$ cat src/rtl/frame_output_writer_if.sv
// frame_output_writer_if: start/pixel-beat/memory-write bundle for frame_output_writer.
// frame_checksum exists only when FRAME_OUTPUT_CHECKSUM_EN is defined.
interface frame_output_writer_if #(
    parameter int PIXEL_WIDTH = 10
);
    logic                      start;
    logic [15:0]               frame_width;
    logic [15:0]               frame_height;
    logic                      in_valid;
    logic                      in_ready;
    logic [16*PIXEL_WIDTH-1:0] in_data;
    logic                      in_last;
    logic                      mem_wr_en;
    logic                      mem_ready;
    logic [15:0]               mem_addr;
    logic [16*PIXEL_WIDTH-1:0] mem_wr_data;
    logic [15:0]               mem_lane_mask;
    logic                      busy;
    logic                      frame_done;
    logic                      underrun_err;
`ifdef FRAME_OUTPUT_CHECKSUM_EN
    logic [31:0]               frame_checksum;
    modport master (
        output start, frame_width, frame_height, in_valid, in_data, in_last, mem_ready,
        input  in_ready, mem_wr_en, mem_addr, mem_wr_data, mem_lane_mask, busy, frame_done,
        input  underrun_err, frame_checksum
    );
    modport slave (
        input  start, frame_width, frame_height, in_valid, in_data, in_last, mem_ready,
        output in_ready, mem_wr_en, mem_addr, mem_wr_data, mem_lane_mask, busy, frame_done,
        output underrun_err, frame_checksum
    );
`else
    modport master (
        output start, frame_width, frame_height, in_valid, in_data, in_last, mem_ready,
        input  in_ready, mem_wr_en, mem_addr, mem_wr_data, mem_lane_mask, busy, frame_done,
        input  underrun_err
    );
    modport slave (
        input  start, frame_width, frame_height, in_valid, in_data, in_last, mem_ready,
        output in_ready, mem_wr_en, mem_addr, mem_wr_data, mem_lane_mask, busy, frame_done,
        output underrun_err
    );
`endif
endinterface

$ cat src/rtl/frame_output_writer.sv
// frame_output_writer: buffers 16-pixel beats of a frame and writes them to memory with lane masks.
// Optional FRAME_OUTPUT_CHECKSUM_EN adds a 32-bit sum of all written pixels.
module frame_output_writer #(
    parameter int PIXEL_WIDTH = 10,
    parameter int FIFO_DEPTH  = 4
) (
    input logic                  clk,
    input logic                  rst,
    frame_output_writer_if.slave bus
);
    localparam int DW = 16 * PIXEL_WIDTH;
    localparam int AW = $clog2(FIFO_DEPTH);

    typedef enum logic [1:0] {IDLE, RUN, DRAIN, DONE} state_t;

    state_t         state_q;
    logic [DW-1:0]  data_q [FIFO_DEPTH];
    logic [15:0]    addr_q [FIFO_DEPTH];
    logic [15:0]    mask_q [FIFO_DEPTH];
    logic [AW-1:0]  wr_q, rd_q;
    logic [AW:0]    cnt_q;
    logic [15:0]    total_q, offset_q, total_d, mask_d;
    logic           err_q, empty, full, push, pop, final_beat;

    assign empty      = cnt_q == '0;
    assign full       = cnt_q == FIFO_DEPTH[AW:0];
    assign push       = bus.in_valid && bus.in_ready;
    assign pop        = bus.mem_wr_en && bus.mem_ready;
    assign final_beat = {1'b0, offset_q} + 17'd16 >= {1'b0, total_q};

    always_comb begin
        total_d = bus.frame_width * bus.frame_height;
        mask_d  = '0;
        for (int l = 0; l < 16; l++) mask_d[l] = {1'b0, offset_q} + 17'(l) < {1'b0, total_q};
    end

`ifdef FRAME_OUTPUT_CHECKSUM_EN
    logic [31:0] checksum_q, sum_d;
    always_comb begin
        sum_d = '0;
        for (int l = 0; l < 16; l++)
            sum_d = mask_q[rd_q][l] ? sum_d + 32'(data_q[rd_q][l*PIXEL_WIDTH +: PIXEL_WIDTH]) : sum_d;
    end
    always_ff @(posedge clk) begin
        if (rst) checksum_q <= '0;
        else if (state_q == IDLE && bus.start) checksum_q <= '0;
        else if (pop) checksum_q <= checksum_q + sum_d;
    end
    assign bus.frame_checksum = checksum_q;
`endif

    always_ff @(posedge clk) begin
        if (rst) begin
            state_q  <= IDLE;
            wr_q     <= '0;
            rd_q     <= '0;
            cnt_q    <= '0;
            total_q  <= '0;
            offset_q <= '0;
            err_q    <= 1'b0;
        end else begin
            if (push) begin
                data_q[wr_q] <= bus.in_data;
                addr_q[wr_q] <= offset_q;
                mask_q[wr_q] <= mask_d;
                wr_q         <= wr_q + 1'b1;
                offset_q     <= offset_q + 16'd16;
            end
            if (pop) rd_q <= rd_q + 1'b1;
            cnt_q <= cnt_q + {{AW{1'b0}}, push} - {{AW{1'b0}}, pop};
            case (state_q)
                IDLE: if (bus.start) begin
                    total_q  <= total_d;
                    offset_q <= '0;
                    err_q    <= 1'b0;
                    state_q  <= total_d == '0 ? DONE : RUN;
                end
                // an early in_last ends the frame but flags the missing pixels
                RUN: if (push && (final_beat || bus.in_last)) begin
                    state_q <= DRAIN;
                    err_q   <= err_q | (bus.in_last && !final_beat);
                end
                DRAIN: if (empty) state_q <= DONE;
                default: state_q <= IDLE;
            endcase
        end
    end

    assign bus.in_ready      = state_q == RUN && !full;
    assign bus.mem_wr_en     = !empty;
    assign bus.mem_addr      = empty ? '0 : addr_q[rd_q];
    assign bus.mem_wr_data   = empty ? '0 : data_q[rd_q];
    assign bus.mem_lane_mask = empty ? '0 : mask_q[rd_q];
    assign bus.busy          = state_q != IDLE;
    assign bus.frame_done    = state_q == DONE;
    assign bus.underrun_err  = err_q;
endmodule

$ cat src/flat_wrapper.sv
// flat-port wrapper written by rule: the top's interface ports become plain ports
module frame_output_writer_flat 
#(
    parameter int PIXEL_WIDTH = 10,
    parameter int FIFO_DEPTH  = 4
)
  (clk, rst, bus_start, bus_frame_width, bus_frame_height, bus_in_valid, bus_in_data, bus_in_last, bus_mem_ready, bus_in_ready, bus_mem_wr_en, bus_mem_addr, bus_mem_wr_data, bus_mem_lane_mask, bus_busy, bus_frame_done, bus_underrun_err);
  frame_output_writer_if #(.PIXEL_WIDTH(PIXEL_WIDTH)) bus_i ();
  input logic clk;
  input logic rst;
  input wire logic [$bits(bus_i.start)-1:0] bus_start;
  input wire logic [$bits(bus_i.frame_width)-1:0] bus_frame_width;
  input wire logic [$bits(bus_i.frame_height)-1:0] bus_frame_height;
  input wire logic [$bits(bus_i.in_valid)-1:0] bus_in_valid;
  input wire logic [$bits(bus_i.in_data)-1:0] bus_in_data;
  input wire logic [$bits(bus_i.in_last)-1:0] bus_in_last;
  input wire logic [$bits(bus_i.mem_ready)-1:0] bus_mem_ready;
  output wire logic [$bits(bus_i.in_ready)-1:0] bus_in_ready;
  output wire logic [$bits(bus_i.mem_wr_en)-1:0] bus_mem_wr_en;
  output wire logic [$bits(bus_i.mem_addr)-1:0] bus_mem_addr;
  output wire logic [$bits(bus_i.mem_wr_data)-1:0] bus_mem_wr_data;
  output wire logic [$bits(bus_i.mem_lane_mask)-1:0] bus_mem_lane_mask;
  output wire logic [$bits(bus_i.busy)-1:0] bus_busy;
  output wire logic [$bits(bus_i.frame_done)-1:0] bus_frame_done;
  output wire logic [$bits(bus_i.underrun_err)-1:0] bus_underrun_err;
  assign bus_i.start = bus_start;
  assign bus_i.frame_width = bus_frame_width;
  assign bus_i.frame_height = bus_frame_height;
  assign bus_i.in_valid = bus_in_valid;
  assign bus_i.in_data = bus_in_data;
  assign bus_i.in_last = bus_in_last;
  assign bus_i.mem_ready = bus_mem_ready;
  assign bus_in_ready = bus_i.in_ready;
  assign bus_mem_wr_en = bus_i.mem_wr_en;
  assign bus_mem_addr = bus_i.mem_addr;
  assign bus_mem_wr_data = bus_i.mem_wr_data;
  assign bus_mem_lane_mask = bus_i.mem_lane_mask;
  assign bus_busy = bus_i.busy;
  assign bus_frame_done = bus_i.frame_done;
  assign bus_underrun_err = bus_i.underrun_err;
  frame_output_writer #(.PIXEL_WIDTH(PIXEL_WIDTH), .FIFO_DEPTH(FIFO_DEPTH)) u_core (.clk(clk), .rst(rst), .bus(bus_i));
endmodule
$ cat config.mk
export PLATFORM = sky130hd
export DESIGN_NAME = frame_output_writer_flat
export DESIGN_NICKNAME = d
export VERILOG_FILES = /design/src/rtl/frame_output_writer_if.sv /design/src/rtl/frame_output_writer.sv /design/src/flat_wrapper.sv
export SDC_FILE = /design/constraint.sdc
export NUM_CORES = 1
export LEC_CHECK = 0
export BUFFER_PORTS_ARGS = -buffer_cell sky130_fd_sc_hd__buf_2
export CAP_MARGIN = 20
export CORE_MARGIN = 1
export CORE_UTILIZATION = 52
export CTS_BUF_LIST = sky130_fd_sc_hd__clkbuf_16
export CTS_CLUSTER_DIAMETER = 60
export DETAILED_ROUTE_END_ITERATION = 6
export GPL_ROUTABILITY_DRIVEN = 0
export PLACE_DENSITY = 0.73
export SETUP_SLACK_MARGIN = 0.3
export SYNTH_ARGS = -nofsm -noshare
export SYNTH_HDL_FRONTEND = slang
export SYNTH_SLANG_ARGS = --single-unit
$ cat constraint.sdc
create_clock -name clk -period 11.8 [get_ports clk]
set_input_delay 1.18 -clock clk [delete_from_list [all_inputs] [get_ports clk]]
set_output_delay 1.18 -clock clk [all_outputs]
set_load 0.02 [all_outputs]
* Yosys cells after proc, flatten, opt, wreduce, memory -nomap -nowiden
Memories as Yosys holds them, arrays and structs flattened. A register that Yosys moved wholly into a read port is not among the register bits.
Cells that the tools add are included.
** Storage, ports and cells
- Memories :: 3
- Flip-flop bits (word level) :: 42
- Bits in writable memories :: 768
- Bits in latches :: 0
- Output and inout port bits :: 197
- Input port bits :: 198
- ROM bits :: 0
- Logic and storage cells :: 97
** Memories
- u_core.data_q :: depth 4, width 160, read ports 1, clocked after memory_dff 1, wr ports 1, RTL line frame_output_writer.sv:17 : logic [DW-1:0] data_q [FIFO_DEPTH];
- u_core.addr_q :: depth 4, width 16, read ports 1, clocked after memory_dff 1, wr ports 1, RTL line frame_output_writer.sv:18 : logic [15:0] addr_q [FIFO_DEPTH];
- u_core.mask_q :: depth 4, width 16, read ports 1, clocked after memory_dff 1, wr ports 1, RTL line frame_output_writer.sv:19 : logic [15:0] mask_q [FIFO_DEPTH];
** Operators by class
- $lt $le $gt $ge :: 17
- Divide/modulo/power cells :: 0
- Bitwise logic cells :: 1
- Shift operators :: 0
- Multiply operators :: 1
- Reductions and logical operators :: 17
- Mux-type cells :: 23
- Equality and inequality tests :: 7
- Add/subtract/negate cells :: 21
** Operators by type and width (number)
- 17-bit by 16-bit less-than comparator with 1-bit output :: 15
- 160-bit 2-to-1 mux :: 1
- 16-bit by 4-bit adder with 17-bit output, second input constant :: 8
- 16-bit 2-to-1 mux :: 5
- 16-bit by 3-bit adder with 17-bit output, second input constant :: 4
- 16-bit by 2-bit adder with 17-bit output, second input constant :: 2
- 2-bit 2-to-1 mux :: 10
- 16-bit by 1-bit adder with 17-bit output, second input constant :: 1
- 16-bit by 5-bit adder with 17-bit output, second input constant :: 1
- 17-bit by 16-bit >= comparator with 1-bit output :: 1
- 16-bit by 5-bit adder with 16-bit output, second input constant :: 1
- 16-bit zero test :: 1
- 16-bit less-than comparator :: 1
- 16-bit by 16-bit multiplier with 16-bit output :: 1
- 2-bit case mux with 3 select lines :: 1
- 3-bit AND reduction :: 2
- 1-bit logical AND :: 5
- 1-bit 2-to-1 mux :: 5
- 2-bit by 1-bit adder with 2-bit output, second input constant :: 2
- 2-bit equality test, second input constant :: 2
- 2-bit by 1-bit != test with 1-bit output, second input constant :: 2
- 2-bit nonzero test :: 2
- 3-bit by 1-bit adder with 3-bit output :: 1
- 3-bit equality test, second input constant :: 1
- other kinds (10) :: 12

* Longest topological paths before layout
- Word-level depth :: 7
- Mapped depth :: 23
- Gate-level depth less buffers :: 22

* Least setup slack after synthesis
Ideal clock, no wire load.
- Kind :: in2reg
- Start :: input port bus_frame_height[6]
- End :: register u_core.state_q[1]
- Path buffers :: 1
- Setup slack :: 5.031 ns
- Data required time :: 11.708 ns
- Library setup time :: 0.092 ns
- Cell stages on the path :: 20
- Data arrival time :: 6.677 ns
- Cell sequence :: clkbuf_1 > and2_1 > fa_1 > inv_1 > fa_1 > fa_1 > fa_1 > inv_1 > fa_1 > inv_1 > fa_1 > inv_1 > ha_1 > nand3_1 > a21oi_1 > or2_2 > o211ai_1 > or4_1 > or4b_1 > o32ai_1
** Between the ends
- Cells in the longest elaborated chain, start to end :: 5
** Ends and longest elaborated chain
- start: declaration :: RTL line flat_wrapper.sv:13 : input wire logic [$bits(bus_i.frame_height)-1:0] bus_frame_height;
- 16-bit by 16-bit multiplier with 16-bit output :: RTL line frame_output_writer.sv:32 : total_d = bus.frame_width * bus.frame_height;
- 16-bit zero test :: RTL line frame_output_writer.sv:76 : state_q <= total_d == '0 ? DONE : RUN;
- 2-bit 2-to-1 mux :: RTL line frame_output_writer.sv:76
- 2-bit 2-to-1 mux :: RTL line frame_output_writer.sv:72 : IDLE: if (bus.start) begin
- 2-bit case mux with 3 select lines :: RTL line frame_output_writer.sv:71 : case (state_q)
- end signal: assignment :: RTL line frame_output_writer.sv:76
- end: declaration :: RTL line frame_output_writer.sv:16 : state_t state_q;
No other way between the ends. The select of a mux whose other input is x is not followed.
A chain may end at the register's enable or synchronous reset.

* Worst setup path after layout
- Start :: input port bus_frame_width[5]
- End :: register u_core.state_q[1]
** Between the ends
- Cells in the longest elaborated chain, start to end :: 5
** Ends and longest elaborated chain
- start: declaration :: RTL line flat_wrapper.sv:12 : input wire logic [$bits(bus_i.frame_width)-1:0] bus_frame_width;
- 16-bit by 16-bit multiplier with 16-bit output :: RTL line frame_output_writer.sv:32
- 16-bit zero test :: RTL line frame_output_writer.sv:76
- 2-bit 2-to-1 mux :: RTL line frame_output_writer.sv:76
- 2-bit 2-to-1 mux :: RTL line frame_output_writer.sv:72
- 2-bit case mux with 3 select lines :: RTL line frame_output_writer.sv:71
No other way between the ends. The select of a mux whose other input is x is not followed.

==> results.md <==
* Routed wirelength normalized by instance count at ~22 µm
* Portion of total power attributed to combinational logic at 38.3%
* Die height at 265 µm
* Sequential power share at around 36%
* Number of storage elements in the synthesis netlist at 792
* Cell chosen for the clock root: sky130_fd_sc_hd__clkbuf_16
* Static leakage at approximately 15 nW
* Endpoint of the worst hold path: u_core.wr_q[1]
* Number of nets with antenna violations after routing at 0
* Number of antenna violations at the first check in global routing at 21
* Worst R2R Setup Slack at 7530 ps
* Synthesized area divided by synthesized cell count at 16.7 µm²
* Via density at 5.63
* Power density over cell area at about 220 nW/µm²
* Clock slew at reported path FFs at 60 ps
* Worst r2r src: u_core.offset_q[4]
* Post-Synthesis Cell Area at ~36000 µm²
* Top area cells in the synthesized netlist: sky130_fd_sc_hd__edfxtp_1 (63%), sky130_fd_sc_hd__mux4_2 (12%), sky130_fd_sc_hd__and2_1 (4.6%)
* Tightest Hold Check Type: flip-flop to flip-flop
* Net Switching at 3.19 mW
* Total Negative Setup Slacks at 0 ps
* Routed length on met1 at 30.7 mm
* Uppermost layer routed: met5
* Primary FF master, synth: sky130_fd_sc_hd__edfxtp_1
* Clk pwr share at 25.7%
* Pin count of the biggest net entering global routing at around 150
* WP data required at roughly 12000 ps
* Core area at 67600 µm²
* Switching Fraction at around 35%
* Final Total Pwr at 9.23 mW
* Half-perimeter wire length of the detailed placement result at 48.9 mm
* Number of hold violations in the final report at 0
* Share of synthesized registers carrying an async set or reset at 0%
* Via count of the first global-routing pass at roughly 21000
* Count of H-tree levels built during CTS at 3
* Kind of start point of the critical path: primary input
* Worst r2r dst: u_core.state_q[1]
* Count leader, synth: sky130_fd_sc_hd__edfxtp_1
* TritonRoute pass-1 iters at 5
* Post-Place Cells at 3294
* Part of the Yosys area used for sequential elements at 65.2%
* Final wirelength at 76.6 mm
* Width of the chip at 265 µm
* Cell at the slowest stage of the critical path: sky130_fd_sc_hd__fa_1
* Critical-path cell list: buf_2 -> and2_1 -> fa_1 -> inv_1 -> fa_1 -> fa_1 -> fa_1 -> inv_1 -> fa_1 -> inv_1 -> fa_1 -> inv_1 -> ha_1 -> nand3_1 -> a21oi_1 -> or2_2 -> o211ai_1 -> or4_1 -> or4b_1 -> o32ai_1
* Worst setup EP type: flip-flop
* Relative max-transition margin at between 20% and 30%
* CTS tree: yes
* Start-to-end type of the worst setup path: primary input to flip-flop
* Post-Route Utilization at 60.7%
* Die area at 70000 µm²
* Overall global routing resource usage at 22.2%
* Actual transition at the worst max-transition pin at around 1200 ps
* Fraction of final layout cells sized beyond drive strength 1 at between 20% and 30%
* Post-Syn Instances at about 2100
* Final period utilization at 55.0%
* Number of library cell types mapped by synthesis at 55
* Top cells by instance count after synthesis: sky130_fd_sc_hd__edfxtp_1 (752), sky130_fd_sc_hd__and2_1 (266), sky130_fd_sc_hd__mux4_2 (188)
* Met3 routed WL at 5.41 mm
* Yosys top cell by area: sky130_fd_sc_hd__edfxtp_1
* Cell occurring most often along the worst timing path: sky130_fd_sc_hd__fa_1
* Multi-input combinational cell area at 11500 µm²
* Number of enable flip-flop cells after synthesis at 752
* DRC violation count after routing at 0
* Run status: finished clean
* Area growth from synthesis to layout at 14.6%
* Max rail drop VDD at 0.154 mV
* Fmax achieved at 0.154 GHz
* Number of buffers inserted by hold repair at cts at 0
* Crit path max fanout at 11
* Worst path arrival time at 6990 ps
* Total CTS buffers at 80
* Final max-slew violation count at 0
* Clock network latency to the later pin of the worst-skew pair at 600 ps
* Fill cell total of the finished layout at 4903
* Min-Delay Startpoint: u_core.wr_q[1]
* Top-area cell type share of the netlist area at a little over three fifths
* Final min period at 6490 ps
* Wire length on met2 at about 39 mm
* Final #Nets at 2896
* Cell count of the worst hold path at 2
* Starting DRT DRC Count at 1517
* Number of cells in the finished layout apart from fillers at 3446
* Rows at 95
* Clock tree sinks at between 700 and 800
* Port-buffer cells at 390
* Overflow left after global routing at 0
* Internal power at 6.04 mW
* Final setup violation count at 0
* Deepest clock path buffer count at 3
* Yosys synthesis warning count at 0
* Max-capacitance violation count at 0
* Post_cts resized at 0
* Cell depth of the worst flop-to-flop path at 14
* Global-route wire length before repair at 119 mm
* RSZ-0062 raised after global routing: false
* Storage cell area at 23400 µm²
* Largest stage delay on the critical path at 550 ps
* Top-level I/O count at 395
* Routed vias at 19400
* Setup clock skew after layout at approximately 24 ps
* Starting Density at 53.0%
* Number of post-CTS setup repair buffers at 0
-- worst max-delay path, delay by kind of cell --
kind	cells	cell delay, ps
AOI/OAI and AO/OA	3	550
adders and majority gates	7	3410
and+or+nand+nor	5	1470
buffers and inverters	5	380
-- flip-flops by register name, indices dropped and copies added, names as in the netlist, named ones only --
signal,flops
u_core.state_q,2
u_core.cnt_q,3
u_core.data_q,640
u_core.addr_q,48
u_core.offset_q,12
u_core.bus.underrun_err,1
u_core.wr_q,2
u_core.rd_q,2
u_core.mask_q,64
u_core.total_q,16
-- logic make-up (layout without fill, tap and decap cells) --
logic type / count (synthesis) / in the layout / share of synthesized area, %
flip-flops: 792 / 792 / 65.2
AND/OR/NAND/NOR: 478 / 478 / 7.29
other: 1 / 12 / 0.0105
buffers and inverters: 266 / 686 / 2.83
AO/OA/AOI/OAI: 162 / 162 / 2.81
adder cells (fa/ha/maj): 195 / 195 / 8.50
XOR/XNOR: 59 / 59 / 1.48
multiplexers: 189 / 189 / 11.8
-- how the worst max path moves through the flow --
stage                     depth (start not counted)                 to  slack, ps                start
final                                            20  u_core.state_q[1]       5310   bus_frame_width[5]
after detailed placement                         20  u_core.state_q[1]       4690   bus_frame_width[5]
after floorplan                                  20  u_core.state_q[1]       5030  bus_frame_height[6]
after CTS                                        20  u_core.state_q[1]       5340   bus_frame_width[5]
after global routing                             20  u_core.state_q[1]       5110  bus_frame_height[6]
after global placement                           20  u_core.state_q[1]       4790   bus_frame_width[5]
-- layout make-up --
cell class	instances	area share (%)
Clock inverter	61	0.972
Multi-Input combinational cell	1087	27.9
Sequential cell	792	56.9
Clock buffer	83	5.06
Antenna cell	8	0.0487
Inverter	144	1.32
Tap cell	873	2.66
Timing Repair Buffer	398	5.08
-- cell usage in the layout (no fill, tap or decap), drive strengths merged, types with 6 or more instances in the layout --
master,count
nor2,37
a21oi,52
ha,114
a21o,20
o21bai,6
nand3,12
nand2b,6
o21a,13
diode,8
buf,398
nor3,10
dfxtp,40
xnor2,36
edfxtp,752
clkinv,33
nand2,110
or3,7
clkbuf,83
inv,165
xor2,22
and2,266
fa,81
o21ai,38
mux4,188
nand4,10
-- metrics by stage --
step / hold WS [ps] / cell area (µm²) / setup WS [ps]
2_1_floorplan: 469 / 35900 / 5030
5_1_grt: 513 / 41100 / 5110
4_1_cts: 495 / 41100 / 5340
6_report: 492 / 41100 / 5310
3_5_place_dp: 487 / 38600 / 4690
3_3_place_gp: 476 / 38600 / 4790
-- routing by layer --
| layer | up-vias | global-route usage (%) |
|---|---|---|
| li1 | 8701 | - |
| met1 | 9902 | 28.5 |
| met2 | 639 | 38.2 |
| met3 | 144 | 5.09 |
| met4 | 28 | 6.27 |
| met5 | - | 0 |
-- power by group through the flow --
stage	sequential (mW)	combinational (mW)	clock, mW
2_1_floorplan	3.32	2.55	0
3_3_place_gp	3.37	3.51	0
3_5_place_dp	3.38	3.56	0
4_1_cts	3.32	3.59	2.42
5_1_grt	3.33	3.86	2.52
6_report	3.32	3.54	2.37
Power figures use the tool's default switching activity.
